[src/rtl/adc_clear_replay.sv]
// ---------------------------------------------------------------------------
// adc_clear_replay
//
// Three small, independent helpers that share one clock:
//   * a fake ADC sample counter advanced by adc_strobe,
//   * a memory-clear engine that takes one fill byte from the UART receiver
//     and writes it to all 256 addresses of an external memory,
//   * a UART replayer that echoes every received byte back to the
//     transmitter until it has echoed 0x04 (EOT).
//
// Build option:
//   FAKE_ADC_TRIANGLE_EN  defined   -> adc_data is a triangle 0x00..0xFF..0x00
//                                      (period 510 strobes)
//                         undefined -> adc_data is a sawtooth (0xFF -> 0x00)
//
// Ports:
//   clk           system clock, rising edge
//   reset         synchronous reset, active low
//   adc_strobe    advance the fake ADC sample by one step
//   adc_data[7:0] fake ADC sample
//   clr_activate  level enable for the clear engine
//   clr_done      clear finished (held while clr_activate stays high)
//   clr_mem_clk   memory write clock
//   clr_mem_we    memory write enable
//   clr_mem_addr  memory write address
//   clr_mem_data  memory write data
//   rep_activate  level enable for the replayer
//   rep_done      replay finished (held while rep_activate stays high)
//   rx_data[7:0]  received UART byte
//   rx_ready      received byte valid (only its rising edge is used)
//   tx_data[7:0]  byte to transmit
//   tx_start      one-cycle transmit request
//   tx_active     UART transmitter busy
//   tx_done       one-cycle end-of-byte pulse from the transmitter
// ---------------------------------------------------------------------------
module adc_clear_replay (
    input  logic       clk,
    input  logic       reset,
    input  logic       adc_strobe,
    output logic [7:0] adc_data,
    input  logic       clr_activate,
    output logic       clr_done,
    output logic       clr_mem_clk,
    output logic       clr_mem_we,
    output logic [7:0] clr_mem_addr,
    output logic [7:0] clr_mem_data,
    input  logic       rep_activate,
    output logic       rep_done,
    input  logic [7:0] rx_data,
    input  logic       rx_ready,
    output logic [7:0] tx_data,
    output logic       tx_start,
    input  logic       tx_active,
    input  logic       tx_done
);

    // -----------------------------------------------------------------------
    // Fake ADC
    // -----------------------------------------------------------------------
    logic [7:0] adc_reg;

`ifdef FAKE_ADC_TRIANGLE_EN
    // Direction flag: 0 = counting up, 1 = counting down. The peaks 0xFF and
    // 0x00 are each visited once per period, giving 510 strobes per period.
    logic adc_down_reg;

    always_ff @(posedge clk) begin
        if (!reset) begin
            adc_reg      <= 8'h00;
            adc_down_reg <= 1'b0;
        end else if (adc_strobe) begin
            if (!adc_down_reg) begin
                if (adc_reg == 8'hFF) begin
                    adc_reg      <= 8'hFE;
                    adc_down_reg <= 1'b1;
                end else begin
                    adc_reg <= adc_reg + 8'd1;
                end
            end else begin
                if (adc_reg == 8'h00) begin
                    adc_reg      <= 8'h01;
                    adc_down_reg <= 1'b0;
                end else begin
                    adc_reg <= adc_reg - 8'd1;
                end
            end
        end
    end
`else
    always_ff @(posedge clk) begin
        if (!reset) begin
            adc_reg <= 8'h00;
        end else if (adc_strobe) begin
            adc_reg <= adc_reg + 8'd1;
        end
    end
`endif

    assign adc_data = adc_reg;

    // -----------------------------------------------------------------------
    // rx_ready rising-edge detector, shared by both engines. A byte held
    // valid for several cycles produces only one accept.
    // -----------------------------------------------------------------------
    logic rx_ready_d_reg;
    logic rx_rise;

    always_ff @(posedge clk) begin
        if (!reset) begin
            rx_ready_d_reg <= 1'b0;
        end else begin
            rx_ready_d_reg <= rx_ready;
        end
    end

    assign rx_rise = rx_ready & ~rx_ready_d_reg;

    // -----------------------------------------------------------------------
    // Memory-clear engine
    // -----------------------------------------------------------------------
    typedef enum logic [2:0] {
        CLR_IDLE,
        CLR_WAIT_FILL,
        CLR_SETUP,
        CLR_STROBE,
        CLR_DONE
    } clr_state_t;

    clr_state_t clr_state_reg, clr_state_next;
    logic [7:0] clr_addr_reg, clr_addr_next;
    logic [7:0] clr_fill_reg, clr_fill_next;

    always_ff @(posedge clk) begin
        if (!reset) begin
            clr_state_reg <= CLR_IDLE;
            clr_addr_reg  <= 8'h00;
            clr_fill_reg  <= 8'h00;
        end else begin
            clr_state_reg <= clr_state_next;
            clr_addr_reg  <= clr_addr_next;
            clr_fill_reg  <= clr_fill_next;
        end
    end

    always_comb begin
        clr_state_next = clr_state_reg;
        clr_addr_next  = clr_addr_reg;
        clr_fill_next  = clr_fill_reg;
        clr_done       = 1'b0;
        clr_mem_clk    = 1'b0;
        clr_mem_we     = 1'b0;
        clr_mem_addr   = 8'h00;
        clr_mem_data   = 8'h00;

        // Address and data are only presented while a write is in progress,
        // so an aborted or idle engine drives all-zero outputs.
        case (clr_state_reg)
            CLR_SETUP: begin
                clr_mem_we   = 1'b1;
                clr_mem_addr = clr_addr_reg;
                clr_mem_data = clr_fill_reg;
            end
            CLR_STROBE: begin
                clr_mem_we   = 1'b1;
                clr_mem_clk  = 1'b1;
                clr_mem_addr = clr_addr_reg;
                clr_mem_data = clr_fill_reg;
            end
            CLR_DONE: begin
                clr_done = 1'b1;
            end
            default: ;
        endcase

        if (!clr_activate) begin
            // Abort from any state; a later activation must wait for a
            // fresh fill byte.
            clr_state_next = CLR_IDLE;
            clr_addr_next  = 8'h00;
            clr_fill_next  = 8'h00;
        end else begin
            case (clr_state_reg)
                CLR_IDLE: begin
                    clr_state_next = CLR_WAIT_FILL;
                end
                CLR_WAIT_FILL: begin
                    if (rx_rise) begin
                        clr_fill_next  = rx_data;
                        clr_addr_next  = 8'h00;
                        clr_state_next = CLR_SETUP;
                    end
                end
                CLR_SETUP: begin
                    clr_state_next = CLR_STROBE;
                end
                CLR_STROBE: begin
                    // Stop on the last address instead of letting the
                    // counter wrap back to 0x00.
                    if (clr_addr_reg == 8'hFF) begin
                        clr_state_next = CLR_DONE;
                    end else begin
                        clr_addr_next  = clr_addr_reg + 8'd1;
                        clr_state_next = CLR_SETUP;
                    end
                end
                CLR_DONE: begin
                    clr_state_next = CLR_DONE;
                end
                default: begin
                    clr_state_next = CLR_IDLE;
                end
            endcase
        end
    end

    // -----------------------------------------------------------------------
    // UART replayer
    // -----------------------------------------------------------------------
    typedef enum logic [2:0] {
        REP_IDLE,
        REP_WAIT_RX,
        REP_WAIT_IDLE,
        REP_START,
        REP_WAIT_DONE,
        REP_DONE
    } rep_state_t;

    rep_state_t rep_state_reg, rep_state_next;
    logic [7:0] tx_byte_reg, tx_byte_next;

    always_ff @(posedge clk) begin
        if (!reset) begin
            rep_state_reg <= REP_IDLE;
            tx_byte_reg   <= 8'h00;
        end else begin
            rep_state_reg <= rep_state_next;
            tx_byte_reg   <= tx_byte_next;
        end
    end

    always_comb begin
        rep_state_next = rep_state_reg;
        tx_byte_next   = tx_byte_reg;
        tx_start       = (rep_state_reg == REP_START);
        rep_done       = (rep_state_reg == REP_DONE);
        tx_data        = tx_byte_reg;

        if (!rep_activate) begin
            // A byte already handed to the transmitter keeps going; only
            // this engine returns to idle.
            rep_state_next = REP_IDLE;
            tx_byte_next   = 8'h00;
        end else begin
            case (rep_state_reg)
                REP_IDLE: begin
                    rep_state_next = REP_WAIT_RX;
                end
                REP_WAIT_RX: begin
                    // Bytes arriving in any other state are simply dropped.
                    if (rx_rise) begin
                        tx_byte_next   = rx_data;
                        rep_state_next = REP_WAIT_IDLE;
                    end
                end
                REP_WAIT_IDLE: begin
                    if (!tx_active) begin
                        rep_state_next = REP_START;
                    end
                end
                REP_START: begin
                    rep_state_next = REP_WAIT_DONE;
                end
                REP_WAIT_DONE: begin
                    if (tx_done) begin
                        if (tx_byte_reg == 8'h04) begin
                            rep_state_next = REP_DONE;
                        end else begin
                            rep_state_next = REP_WAIT_RX;
                        end
                    end
                end
                REP_DONE: begin
                    rep_state_next = REP_DONE;
                end
                default: begin
                    rep_state_next = REP_IDLE;
                end
            endcase
        end
    end

endmodule

[config.mk]
export PLATFORM = sky130hd
export DESIGN_NAME = adc_clear_replay
export DESIGN_NICKNAME = d
export VERILOG_FILES = /design/src/rtl/adc_clear_replay.sv
export SDC_FILE = /design/constraint.sdc
export NUM_CORES = 1
export LEC_CHECK = 0
export CAP_MARGIN = 30
export CORE_MARGIN = 4
export CORE_UTILIZATION = 45
export DETAILED_ROUTE_END_ITERATION = 7
export GPL_ROUTABILITY_DRIVEN = 1
export MAX_ROUTING_LAYER = met4
export PLACE_DENSITY = 0.8
export SLEW_MARGIN = 20
export SYNTH_ARGS = -nofsm -noshare
export SYNTH_HDL_FRONTEND = slang
export SYNTH_SLANG_ARGS = --single-unit
export TNS_END_PERCENT = 10
[constraint.sdc]
create_clock -name clk -period 2.1 [get_ports clk]
set_input_delay 0.21 -clock clk [delete_from_list [all_inputs] [get_ports clk]]
set_output_delay 0.21 -clock clk [all_outputs]
set_load 0.02 [all_outputs]
Yosys cells after proc, flatten, opt, wreduce, memory -nomap -nowiden
Index checks and enable logic that the tools add are counted.
{ "totals": {"output_inout_bits": 37, "reg_bits": 39, "input_bits": 16, "wordCells": 52} }
{ "classes": {"n_eq_ne": 16, "mux": 15, "bitwise": 2, "addsub": 2, "reduce_logical": 10} }
{ "ops": {"columns": ["operator", "count"], "rows": [
  ["8-bit two-way mux", 4],
  ["3-bit one-hot mux with 6 select lines", 1],
  ["8-bit by 1-bit adder with 8-bit output, second input constant", 2],
  ["8-bit one-hot mux with 2 select lines", 1],
  ["3-bit two-way mux", 5],
  ["3-bit one-hot mux with 5 select lines", 1],
  ["3-bit by 2-bit == test with 1-bit output, second input constant", 4],
  ["2-bit != test, second input constant", 5],
  ["3-bit == test, second input constant", 3],
  ["8-bit by 3-bit == test with 1-bit output, second input constant", 1],
  ["8-bit == test, second input constant", 1],
  ["2-bit AND reduction", 4],
  ["3-bit by 1-bit == test with 1-bit output, second input constant", 2],
  ["3-bit zero test", 2],
  ["3-bit AND reduction", 2],
  ["1-bit two-way mux", 3],
  ["2-bit nonzero test", 1],
  ["2-bit OR reduction", 1],
  ["1-bit AND", 1],
  ["1-bit inverter", 1]
]} }

Depth between registers and ports, before layout
{ "depth": {"word_depth": 4, "mapped_depth": 6, "depth_no_buf": 5} }

Worst setup path before layout
No wires, ideal clock.
{ "synth_timing": {"path_type": "reg2out", "startpoint": "register clr_state_reg[1]", "endpoint": "output clr_mem_addr[0]", "stages_incl_launch_ff": 5, "n_path_buf": 2, "arrival_ns": 1.371, "required_ns": 1.890, "slack_ns": 0.519, "path_cell_list": "dfxtp_1 > buf_2 > nor2b_1 > clkbuf_1 > and2_1"} }
{ "synth_between": {"elab_chain_cells": 3, "word_cells_on_any_way": 4, "classes_between": "2 x eq/ne; 1 x mux; 1 x reduce/logical"} }
{ "synth_lines": {"columns": ["element", "line_no", "source"], "rows": [
  ["start, declared", "129", "clr_state_t clr_state_reg, clr_state_next;"],
  ["start signal, assigned", "139", "clr_state_reg <= clr_state_next;"],
  ["3-bit by 2-bit == test with 1-bit output", "157", "case (clr_state_reg)"],
  ["2-bit OR reduction (no line) *", null, null],
  ["8-bit two-way mux *", "157", null],
  ["end, declared", "45", "output logic [7:0] clr_mem_addr,"]
]} }
Mark *: on every way between the ends. The rest lies on a longest branch, timed or not.

Worst setup path in the final report
{ "layout_timing": {"startpoint": "register clr_state_reg[2]", "endpoint": "output clr_mem_data[3]"} }
{ "layout_between": {"elab_chain_cells": 3, "word_cells_on_any_way": 4, "classes_between": "2 x eq/ne; 1 x mux; 1 x reduce/logical"} }
{ "layout_lines": {"columns": ["element", "line_no", "source"], "rows": [
  ["3-bit by 2-bit == test with 1-bit output", "157", null],
  ["2-bit OR reduction (no line) *", null, null],
  ["8-bit two-way mux *", "157", null],
  ["end, declared", "46", "output logic [7:0] clr_mem_data,"]
]} }
Marked as above.

==> results.sh <==
export IMPL_grtUsageTotal=0.162
export IMPL_ir_drop_uv=419
export IMPL_drive_gt1_frac=0.0784
export IMPL_cts_resized=0
export IMPL_area_growth_pct=37.7
export IMPL_drv_slew=0
export IMPL_fill_cells=331
export IMPL_maxCapViolations=0
export IMPL_wl_met2_mm=1.81
export IMPL_required_ns=1.89
export IMPL_rsz0062_at_grt="no"
export IMPL_fp_dieH_um=71.2
export IMPL_detail_route_antenna_nets=0
export IMPL_io_buffers=52
export IMPL_n_antenna_cell=0
export IMPL_synth_edf_count=0
export IMPL_clk_pin_slew_worst_paths_ns=0.07
export IMPL_leakage_nw=0.935
export IMPL_die_area_um2=5070
export IMPL_gp_congestion=0.824
export IMPL_nNetsFinal=273
export IMPL_wl_per_cell_um=13.2
export IMPL_routed_via_count=1587
export IMPL_async_flop_share=0
export IMPL_pwr_density_cell_nw_per_um2=559
export IMPL_worstMarginPinSlew_ns=0.643
export IMPL_yosysTopAreaCellShare=0.434
export IMPL_grt_pass1_wl_mm=6.33
export IMPL_cts_buffers=5
export IMPL_syn_inst=199
export IMPL_setup_viol=0
export IMPL_worst_setup_path_start_kind="flop"
export IMPL_rows=22
export IMPL_final_cell_mix="clkdlybuf4s50_1 (52), dfxtp_1 (39), and2_1 (22)"
export IMPL_synth_compound_area_frac=0.120
export IMPL_setup_tns_ns=0
export IMPL_hold_viol_final=0
export IMPL_synth_nets=217
export IMPL_ys_ff_latch=39
export IMPL_synthFlopType="dfxtp_1"
export IMPL_post_route_period_util=0.946
export IMPL_clk_path_buf_depth=2
export IMPL_dp_slack_ns=0.192
export IMPL_cts_max_level=2
export IMPL_cts_root_buf="clkbuf_8"
export IMPL_fin_skew_ns=0.00422
export IMPL_synth_simple_area_share=0.280
export IMPL_status="finished, final reports clean"
export IMPL_path_max_fanout=7
export IMPL_place_hpwl_mm=2.99
export IMPL_top_layer="met4"
export IMPL_synth_area_mux_share=0.0946
export IMPL_final_cell_area_um2=2480
export IMPL_synth_adder_area_share=0.0139
export IMPL_fin_ws_ns=0.112
export IMPL_slew_headroom=0.568
export IMPL_synth_top_family_by_area="simple AND/OR/NAND/NOR gates"
export IMPL_synthXorXnorAreaFrac=0.0243
export IMPL_synth_area_top_cells="dfxtp_1 (43%), mux2i_1 (9.5%), and2_1 (7.6%)"
export IMPL_start_util=0.477
export IMPL_drc=0
export IMPL_ys_warnings_count=0
export IMPL_postCtsHoldBufs=0
export IMPL_postCtsSetupBuffers=0
export IMPL_clk_latency_ns=0.29
export IMPL_grt_start_max_net_pins=16
export IMPL_cts_tree="yes"
export IMPL_grt_pass1_vias=1380
export IMPL_fin_crit_ns=1.99
export IMPL_holdCritPathClass="reg2reg"
export IMPL_layout_commonest_cell="clkdlybuf4s50_1"
export IMPL_place_area_um2=2390
export IMPL_grt_overflow=0
export IMPL_grt_antenna_before_repair=0
export IMPL_die_w_um=71.2
export IMPL_drt_wl_total_mm=3.99
export IMPL_ys_types=37
export IMPL_yosys_area_top_type="dfxtp_1"
export IMPL_core_area_um2=3770
export IMPL_avgSynthCellArea_um2=9.04
export IMPL_met1Wirelength_mm=1.91
export IMPL_drt_pass1_iterations=4
export IMPL_cp_end_kind="primary output"
export IMPL_cts_sinks=39
export IMPL_num_io_pins=53
export IMPL_syn_cell_area_um2=1800
export IMPL_yosysSeqAreaShare=0.434
export IMPL_max_freq_mhz=503
export IMPL_arrival_ns=1.78
export IMPL_drt_iter0_drc=72
export IMPL_via_per_inst=5.24
export IMPL_path_class="reg2out"
export IMPL_dr_wl_met3_um=244
## per-stage QoR
step / utilization / hold slack [ns] / cells / power (W)
detailed placement: 0.634 / 0.474 / 296 / 0.000901
CTS: 0.657 / 0.490 / 303 / 0.00140
global route: 0.657 / 0.504 / 303 / 0.00145
global placement: 0.634 / 0.460 / 296 / 0.000900
floorplan: - / 0.332 / 199 / 0.000840
finish: 0.657 / 0.483 / 303 / 0.00138
## power breakdown
part	total (W)	switching, W	internal [W]	leakage (nW)
Sequential	0.000762	0.0000105	0.000751	0.316
Clock	0.000501	0.000244	0.000257	0.0470
Combinational	0.000122	0.0000574	0.0000647	0.573
Total	0.00138	0.000312	0.00107	0.935
## cell usage after synthesis, types with 5 or more instances
library cell,instances
a21oi_1,12
and2_1,22
clkbuf_1,6
dfxtp_1,39
mux2i_1,17
nand2_1,6
nor2_1,20
nor3_1,5
o21ai_0,8
o31ai_1,5
or3_1,5
## logic make-up after synthesis
family | Yosys count
buffers and inverters | 14
and+or+nand+nor | 87
DFF | 39
muxes | 17
adders and majority gates | 2
xor gates and xnor gates | 5
AOI/OAI and AO/OA | 35
## critical path, cell delays in order (launching register included)
cell and delay [ns]:
dfxtp_1 0.37, nor2b_1 0.21, buf_4 0.17, and2_1 0.12, clkdlybuf4s50_1 0.62
## per-layer routing
metal / vias to the layer above / GRT usage
met1: 725 / 0.206
met3: 2 / 0.0617
met5: - / -
met4: 0 / 0.0501
met2: 43 / 0.239
li1: 817 / -
## layout make-up
type	count	area [um^2]	area share
Multi-Input combinational cell	146	957	0.386
Clock buffer	6	82.6	0.0333
Inverter	3	11.3	0.00455
Clock inverter	1	5.00	0.00202
Timing Repair Buffer	60	581	0.234
Tap cell	48	60.1	0.0242
Sequential cell	39	781	0.315
## worst paths after layout
check                                 from                           end  slack, ns  depth (start not counted)
max reg2reg   clr_addr_reg[0]$_SDFFE_PN0P_  clr_addr_reg[5]$_SDFFE_PN0P_       0.41                          5
min reg2reg   clr_fill_reg[0]$_SDFFE_PN0P_  clr_fill_reg[0]$_SDFFE_PN0P_       0.48                          2
min           clr_fill_reg[0]$_SDFFE_PN0P_  clr_fill_reg[0]$_SDFFE_PN0P_       0.48                          2
max          clr_state_reg[2]$_SDFFE_PN0P_               clr_mem_data[3]       0.11                          4
Note: power is estimated with default switching activity, not from simulation.
